<file path="src/rtl/sha_w_schedule.sv">
// sha_w_schedule: streams SHA-2 schedule words W[0..ROUNDS-1] from a 16-word block via a sliding window
// Ports: clk; reset_n (sync, active-low); blk_valid/blk_ready/block_in load a block (W[0] in top bits);
//        w_valid/w_ready/w_out/w_round/w_last stream one word per transfer, w_last marks t == ROUNDS-1.
// Option: SHA_W_SCHEDULE_SCRUB_EN zeroes the window on the last transfer so no message data lingers in IDLE.
module sha_w_schedule #(
  parameter int WORD_BITS = 32,
  parameter int ROUNDS = 64
) (
  input  logic                    clk,
  input  logic                    reset_n,
  input  logic                    blk_valid,
  output logic                    blk_ready,
  input  logic [16*WORD_BITS-1:0] block_in,
  output logic                    w_valid,
  input  logic                    w_ready,
  output logic [WORD_BITS-1:0]    w_out,
  output logic [6:0]              w_round,
  output logic                    w_last
);
  typedef enum logic {IDLE, RUN} state_t;
`ifdef SHA_W_SCHEDULE_SCRUB_EN
  localparam bit SCRUB = 1'b1;
`else
  localparam bit SCRUB = 1'b0;
`endif
  state_t state_q, state_d;
  logic [WORD_BITS-1:0] win [16];
  logic [6:0] t;
  logic xfer, load;
  logic [WORD_BITS-1:0] w_next;
  function automatic logic [WORD_BITS-1:0] rotr(input logic [WORD_BITS-1:0] x, input int n);
    return (x >> n) | (x << (WORD_BITS - n));
  endfunction
  function automatic logic [WORD_BITS-1:0] ssig0(input logic [WORD_BITS-1:0] x);
    return WORD_BITS == 32 ? rotr(x, 7) ^ rotr(x, 18) ^ (x >> 3) : rotr(x, 1) ^ rotr(x, 8) ^ (x >> 7);
  endfunction
  function automatic logic [WORD_BITS-1:0] ssig1(input logic [WORD_BITS-1:0] x);
    return WORD_BITS == 32 ? rotr(x, 17) ^ rotr(x, 19) ^ (x >> 10) : rotr(x, 19) ^ rotr(x, 61) ^ (x >> 6);
  endfunction
  assign blk_ready = state_q == IDLE;
  assign w_valid = state_q == RUN;
  assign w_out = win[0];
  assign w_round = t;
  assign w_last = w_valid && t == 7'(ROUNDS - 1);
  assign load = blk_ready && blk_valid;
  assign xfer = w_valid && w_ready;
  // window[i] holds W[t+i], so W[t+16] draws on W[t+14], W[t+9], W[t+1], W[t]
  assign w_next = ssig1(win[14]) + win[9] + ssig0(win[1]) + win[0];
  always_comb state_d = load ? RUN : (xfer && w_last) ? IDLE : state_q;
  always_ff @(posedge clk) begin
    if (!reset_n) begin
      state_q <= IDLE;
      t <= '0;
      for (int i = 0; i < 16; i++) win[i] <= '0;
    end else begin
      state_q <= state_d;
      if (load) begin
        t <= '0;
        for (int i = 0; i < 16; i++) win[i] <= block_in[(15-i)*WORD_BITS +: WORD_BITS];
      end else if (xfer) begin
        t <= w_last ? '0 : t + 7'd1;
        for (int i = 0; i < 15; i++) win[i] <= (SCRUB && w_last) ? '0 : win[i+1];
        win[15] <= (SCRUB && w_last) ? '0 : w_next;
      end
    end
  end
endmodule

</file>
<file path="config.mk">
export PLATFORM = sky130hd
export DESIGN_NAME = sha_w_schedule
export DESIGN_NICKNAME = d
export VERILOG_FILES = /design/src/rtl/sha_w_schedule.sv
export SDC_FILE = /design/constraint.sdc
export NUM_CORES = 1
export LEC_CHECK = 0
export BUFFER_PORTS_ARGS = -buffer_cell sky130_fd_sc_hd__clkbuf_2
export CAP_MARGIN = 20
export CORE_MARGIN = 3
export CORE_UTILIZATION = 45
export CTS_CLUSTER_SIZE = 10
export DETAILED_ROUTE_END_ITERATION = 8
export PLACE_DENSITY_LB_ADDON = 0.05
export SLEW_MARGIN = 40
export SYNTH_ARGS = -nofsm -noshare
export SYNTH_HDL_FRONTEND = slang
export SYNTH_SLANG_ARGS = --single-unit
</file>
<file path="constraint.sdc">
create_clock -name clk -period 6 [get_ports clk]
set_input_delay 0.3 -clock clk [delete_from_list [all_inputs] [get_ports clk]]
set_output_delay 0.3 -clock clk [all_outputs]
set_load 0.01 [all_outputs]
</file>
==> run_results.csv, run 1 <==
group,metric,value,unit
run_status,status,"complete, no violations",
floorplanning,die_y,248,microns
clock_tree,cts_buffer_depth,3,
drt,drt_iter0_markers,1932,
yosys,synth_top_area_frac,0.585,
job,maxCapViolations,0,
worst_hold_path,hold_path.class,"in -> reg",
pwr,leakagePower,14.4,nW
sta,rsz0062_at_grt,"false",
yosys,synthAdderAreaFrac,0.0624,
drt,vias,20700,
sta,hold_viol,0,
floorplanning,die_x,248,microns
placed_design,hpwl,73500,microns
setup_path,path_class,"reg -> reg",
sta,finalSetupViolCount,0,
drt,vias_per_cell,5.61,
sta,slew_violations,0,
setup_path,cp-end-kind,"flip-flop",
sta,period_minus_slack,4.68,ns
yosys,syn-num-nets,2796,
global_routing,grt_max_degree,163,
yosys,post_synth_num_cell_types,62,
yosys,netlist_area,26300,sq um
clock_tree,cts_repair_resize_count,0,
pwr,power.density,371,nW/um^2
setup_path,critPathLaunchType,"flip-flop",
floorplanning,initial_core_util,0.461,
yosys,yosysWarningCount,0,
cells_and_area,fill_cells,4811,
sta,tns,0,ns
clock_tree,cts_buffers,59,
yosys,synth_compound_area_frac,0.173,
yosys,syn-mean-instance-area,12.0,sq um
pwr,vdd_ir_drop_max,0.233,mV
yosys,synthFlopType,"edfxtp_1",
clock_tree,clk-insertion-delay-late,0.61,ns
yosys,synth_top_area_cell,"edfxtp_1",
cells_and_area,final_nets,3510,
drt,ant_nets,0,
yosys,synth_top_family_by_area,"compound AO/OA/AOI/OAI gates",
drt,drtPass1Iterations,5,
global_routing,grt_pass1_vias,20700,
yosys,muxShareOfSynthArea,0,
cells_and_area,syn_to_final_growth,28.3,%
floorplanning,io_pins,558,
yosys,synth-xor-area-share,0.0463,
sta,worst_pin_slew,0.843,ns
drt,avgRoutedWirePerCell,26.9,microns
global_routing,track_usage,0.314,
clock_tree,root_buffer,"clkbuf_16",
floorplanning,rows,87,
yosys,async_reset_ff_frac,0,
cells_and_area,layout_commonest_cell,"clkbuf_2",
clock_tree,clock_sinks,520,
yosys,synth-edff-count,512,
placed_design,io_buffers,557,
global_routing,antenna_found_initial,12,
floorplanning,coreArea,57000,sq um
global_routing,globalRoute.totalOverflow,0,
setup_path,required,6.36,ns
clock_tree,htreeDepth,2,
yosys,yosys.area_share.simple,0.0760,
sta,fmax,214,MHz
yosys,yosys_register_bits,520,
placed_design,gp_congestion,0.966,
sta,finalHoldWorstSlack,0.0212,ns
clock_tree,clk_pin_slew,0.06,ns
floorplanning,die_area,61400,sq um
clock_tree,cts_tree,"built",
cells_and_area,layout_common_cells,"557 x clkbuf_2, 512 x edfxtp_1, 377 x nand2_1",
global_routing,grt_pass1_wl,139000,microns
yosys,ys_seq_area_frac,0.591,
cells_and_area,layout-drive-gt1-share,0.228,
sta,post-route-period-util,0.780,
drt,wl,99000,microns
yosys,synth.area.top_cells,"edfxtp_1 58%, a22o_1 11%, nand2_1 5.4%, fa_1 4.7%, xnor2_1 4.1%",
setup_path,worst-path-max-fanout,4,
sta,slew_headroom,0.438,
yosys,postSynthCellCount,2186,
drt,drc,0,
setup_path,critPathArrivalTime,5.04,ns
sta,fin_skew,0.0178,ns
worst max-delay path, cell delays in order, from the launching register on:
cell and delay, ns:
edfxtp_1 0.47, xnor2_1 0.18, xnor2_1 0.35, fa_1 0.49
inv_1 0.08, fa_1 0.41, inv_1 0.07, ha_1 0.16
inv_1 0.07, fa_1 0.46, nor2b_1 0.26, o2111ai_2 0.17
a21oi_2 0.37, o41ai_4 0.15, a211oi_2 0.32, o21ai_0 0.13
a32o_1 0.29
cells by family (layout without fill, tap and decap cells):
logic type / Yosys count / in the layout
adder cells (fa/ha/maj): 94 / 94
AND/OR/NAND/NOR: 483 / 483
other: 0 / 10
buffers and inverters: 328 / 1059
AO/OA/AOI/OAI: 622 / 622
flip-flops: 520 / 520
XOR/XNOR: 139 / 139
final timing paths:
path	start	to	slack (ns)	depth (start not counted)
min	block_in[488]	win[0][8]	0.02	2
max reg2reg	win[3][84]	win[3][123]	1.32	16
min reg2reg	w_round[1]	w_round[1]	0.52	2
max	win[3][84]	win[3][123]	1.32	16
cell type report:
type / instances / area (sq um) / share of cell area
Clock inverter: 9 / 82.6 / 0.00245
Sequential cell: 520 / 15500 / 0.461
Tap cell: 756 / 946 / 0.0280
Multi-Input combinational cell: 1338 / 9470 / 0.281
Antenna cell: 10 / 25.0 / 0.000742
Timing Repair Buffer: 827 / 5580 / 0.165
Clock buffer: 69 / 1510 / 0.0449
Inverter: 154 / 583 / 0.0173
repair_timing:
item                                    4_1_cts  5_1_grt
endpoints found under the setup margin        0        0
buffers inserted                              0        0
hold endpoints to repair                    248        0
hold buffers                                248        0
through the flow:
step | total power (W) | setup WS (ns) | utilization | cell area (sq um) | std cells
floorplan | 0.00761 | 0.203 | - | 26300 | 2186
global placement | 0.00917 | 1.44 | 0.518 | 29600 | 3345
detailed placement | 0.00913 | 1.38 | 0.519 | 29600 | 3346
CTS | 0.0125 | 1.36 | 0.590 | 33700 | 3672
global route | 0.0131 | 1.17 | 0.591 | 33700 | 3680
finish | 0.0125 | 1.32 | 0.591 | 33700 | 3683
where the power goes:
| group | total (W) | switching, W | internal [W] |
|---|---|---|---|
| Combinational | 0.00464 | 0.00286 | 0.00178 |
| Clock | 0.00317 | 0.00141 | 0.00176 |
| Sequential | 0.00471 | 0.000267 | 0.00444 |
metal layers:
| layer | track usage | wire, microns | part of all wire | up-vias |
|---|---|---|---|---|
| met1 | 0.432 | 41300 | 0.42 | 10200 |
| li1 | - | - | - | 9326 |
| met2 | 0.505 | 46500 | 0.47 | 931 |
| met3 | 0.0532 | 7270 | 0.073 | 151 |
| met5 | 0 | 44 | 0.00044 | - |
| met4 | 0.114 | 3870 | 0.039 | 6 |
Yosys cell counts (7+ instances only):
library cell  number
o21ai_0           28
nor2_1            28
nand4_1            7
a22o_1           319
nand2_1          381
a21o_1            10
and2_1             7
a21oi_1          208
dfxtp_1            8
nor3_1             7
ha_1              32
o21bai_1           7
clkbuf_1         134
buf_1              7
xnor2_1          122
fa_1              62
inv_1            153
edfxtp_1         512
buf_4             32
xor2_1            17
nand3_1           21
flip-flops by register name (all words and copies together), names as in the netlist:
name,flops
win,512
w_valid,1
w_round,7
Note: power is estimated with default switching activity, not from simulation.
==> run 2, diff against run 1 <==
==> constraint.sdc (replaced) <==
create_clock -name clk -period 4.4 [get_ports clk]
set_input_delay 0.22 -clock clk [delete_from_list [all_inputs] [get_ports clk]]
set_output_delay 0.22 -clock clk [all_outputs]
set_load 0.01 [all_outputs]
==> run_results.csv, run 2 (same netlist as run 1, synthesis figures left out) <==
group,metric,value,unit
drt,vias_per_cell,5.59,
pwr,vdd_ir_drop_max,0.337,mV
sta,post-route-period-util,0.976,
global_routing,grt_max_degree,161,
setup_path,required,4.78,ns
sta,tns,0,ns
cells_and_area,final_nets,3761,
floorplanning,initial_core_util,0.461,
drt,drt_iter0_markers,2230,
placed_design,place_inst,3397,
clock_tree,clk-insertion-delay-late,0.63,ns
cells_and_area,fin_cells,3935,
cells_and_area,final_util,0.636,
drt,drtPass1Iterations,6,
pwr,leakagePower,15.5,nW
sta,finalSetupViolCount,0,
floorplanning,io_pins,558,
drt,ant_nets,0,
setup_path,critPathMaxStageDelay,0.49,ns
placed_design,hpwl,74400,microns
cells_and_area,layout_common_cells,"557 x clkbuf_2, 512 x edfxtp_1, 447 x dlygate4sd3_1",
clock_tree,clk_pin_slew,0.07,ns
run_status,status,"complete, no violations",
cells_and_area,syn_to_final_growth,38.0,%
sta,fin_skew,0.0270,ns
clock_tree,cts_buffers,59,
clock_tree,htreeDepth,2,
setup_path,critical-path-slowest-cell,"fa_1",
sta,period_minus_slack,4.30,ns
setup_path,cp-end-kind,"flip-flop",
cells_and_area,top_register,"win",
clock_tree,clock_sinks,520,
drt,vias,22000,
sta,slew_violations,0,
global_routing,antenna_found_initial,6,
cells_and_area,fill_cells,4437,
clock_tree,cts_buffer_depth,3,
floorplanning,rows,87,
clock_tree,root_buffer,"clkbuf_16",
setup_path,path_class,"reg -> reg",
placed_design,gp_congestion,0.950,
sta,finalHoldWorstSlack,0.0188,ns
worst_hold_path,hold_path.class,"in -> reg",
clock_tree,cts_tree,"built",
floorplanning,die_x,248,microns
placed_design,io_buffers,557,
floorplanning,die_area,61400,sq um
drt,wl,104000,microns
floorplanning,coreArea,57000,sq um
pwr,power.density,491,nW/um^2
drt,avgRoutedWirePerCell,26.4,microns
global_routing,track_usage,0.330,
global_routing,grt_pass1_vias,21900,
cells_and_area,multi_input_comb_area,9590,sq um
sta,rsz0062_at_grt,"true",
setup_path,critPathLaunchType,"flip-flop",
setup_path,critPathArrivalTime,4.68,ns
sta,worst_pin_slew,0.812,ns
sta,hold_viol,0,
floorplanning,die_y,248,microns
cells_and_area,layout-drive-gt1-share,0.232,
drt,drc,0,
cells_and_area,layout_commonest_cell,"clkbuf_2",
setup_path,worst-path-max-fanout,4,
sta,slew_headroom,0.459,
job,maxCapViolations,0,
setup_path,worstPathCellList,"buf_6 -> xnor2_2 -> xnor2_1 -> buf_4 -> fa_1 -> inv_1 -> fa_1 -> inv_1 -> ha_4 -> nor2b_2 -> o2111ai_4 -> a21oi_4 -> o41ai_4 -> a211oi_2 -> or3_1 -> a32o_1",
cells_and_area,seqCellArea,15500,sq um
sta,fmax,233,MHz
cells_and_area,largest_reg_flops,512,
global_routing,globalRoute.totalOverflow,0,
global_routing,grt_pass1_wl,146000,microns
run 2: critical path, delay by kind of cell (launching register included):
kind            cells  cell delay (ns)
fa+ha+maj           3             1.19
compound gates      5             1.17
simple gates        2             0.56
buf+inv             4             0.44
flops               1             0.43
xor+xnor            2             0.27
run 2: path summary, 6_finish.rpt:
| check | startpoint | endpoint | slack, ns | cells past startpoint |
|---|---|---|---|---|
| setup / recovery | win[3][84] | win[3][123] | 0.10 | 16 |
| hold / removal | block_in[410] | win[0][122] | 0.02 | 2 |
| setup reg to reg | win[3][84] | win[3][123] | 0.10 | 16 |
| hold reg to reg | w_round[1] | w_round[1] | 0.51 | 2 |
run 2: where the power goes:
part	switching, W	internal [W]	total (W)
Clock	0.00195	0.00244	0.00439
Sequential	0.000344	0.00605	0.00640
Combinational	0.00422	0.00281	0.00703
Total	0.00651	0.0113	0.0178
run 2: stage by stage:
| stage | setup slack [ns] | area (sq um) | total power (W) |
|---|---|---|---|
| 6_report | 0.104 | 36300 | 0.0178 |
| 2_1_floorplan | 0.159 | 26300 | 0.0104 |
| 3_5_place_dp | -0.0313 | 30000 | 0.0128 |
| 4_1_cts | 0.0202 | 36100 | 0.0176 |
| 5_1_grt | -0.0418 | 36300 | 0.0186 |
| 3_3_place_gp | -0.0189 | 30000 | 0.0128 |
run 2: repair_timing:
| action | in CTS | in global routing |
|---|---|---|
| hold buffers | 447 | 0 |
| setup buffers | 0 | 3 |
| endpoints found under the hold margin | 447 | 0 |
| endpoints found under the setup margin | 1 | 16 |
| pin swaps | 1 | 7 |
| cloned | 0 | 0 |
| resized for setup | 2 | 22 |
run 2: layout make-up:
type | count | share of cell area
repair buffers | 1078 | 0.220
well taps | 756 | 0.0261
inverters | 154 | 0.0161
diodes | 11 | 0.000759
clock buffers | 71 | 0.0425
flip-flops and latches | 520 | 0.428
multi-input cells | 1338 | 0.264
clock inverters | 7 | 0.00203
run 2: metal layers:
layer  part of all wire  GRT usage  routed length [microns]
met5                  0          0                        0
met4              0.034      0.106                     3570
met3              0.074     0.0481                     7690
met2               0.49      0.554                    50500
met1               0.40      0.444                    42000
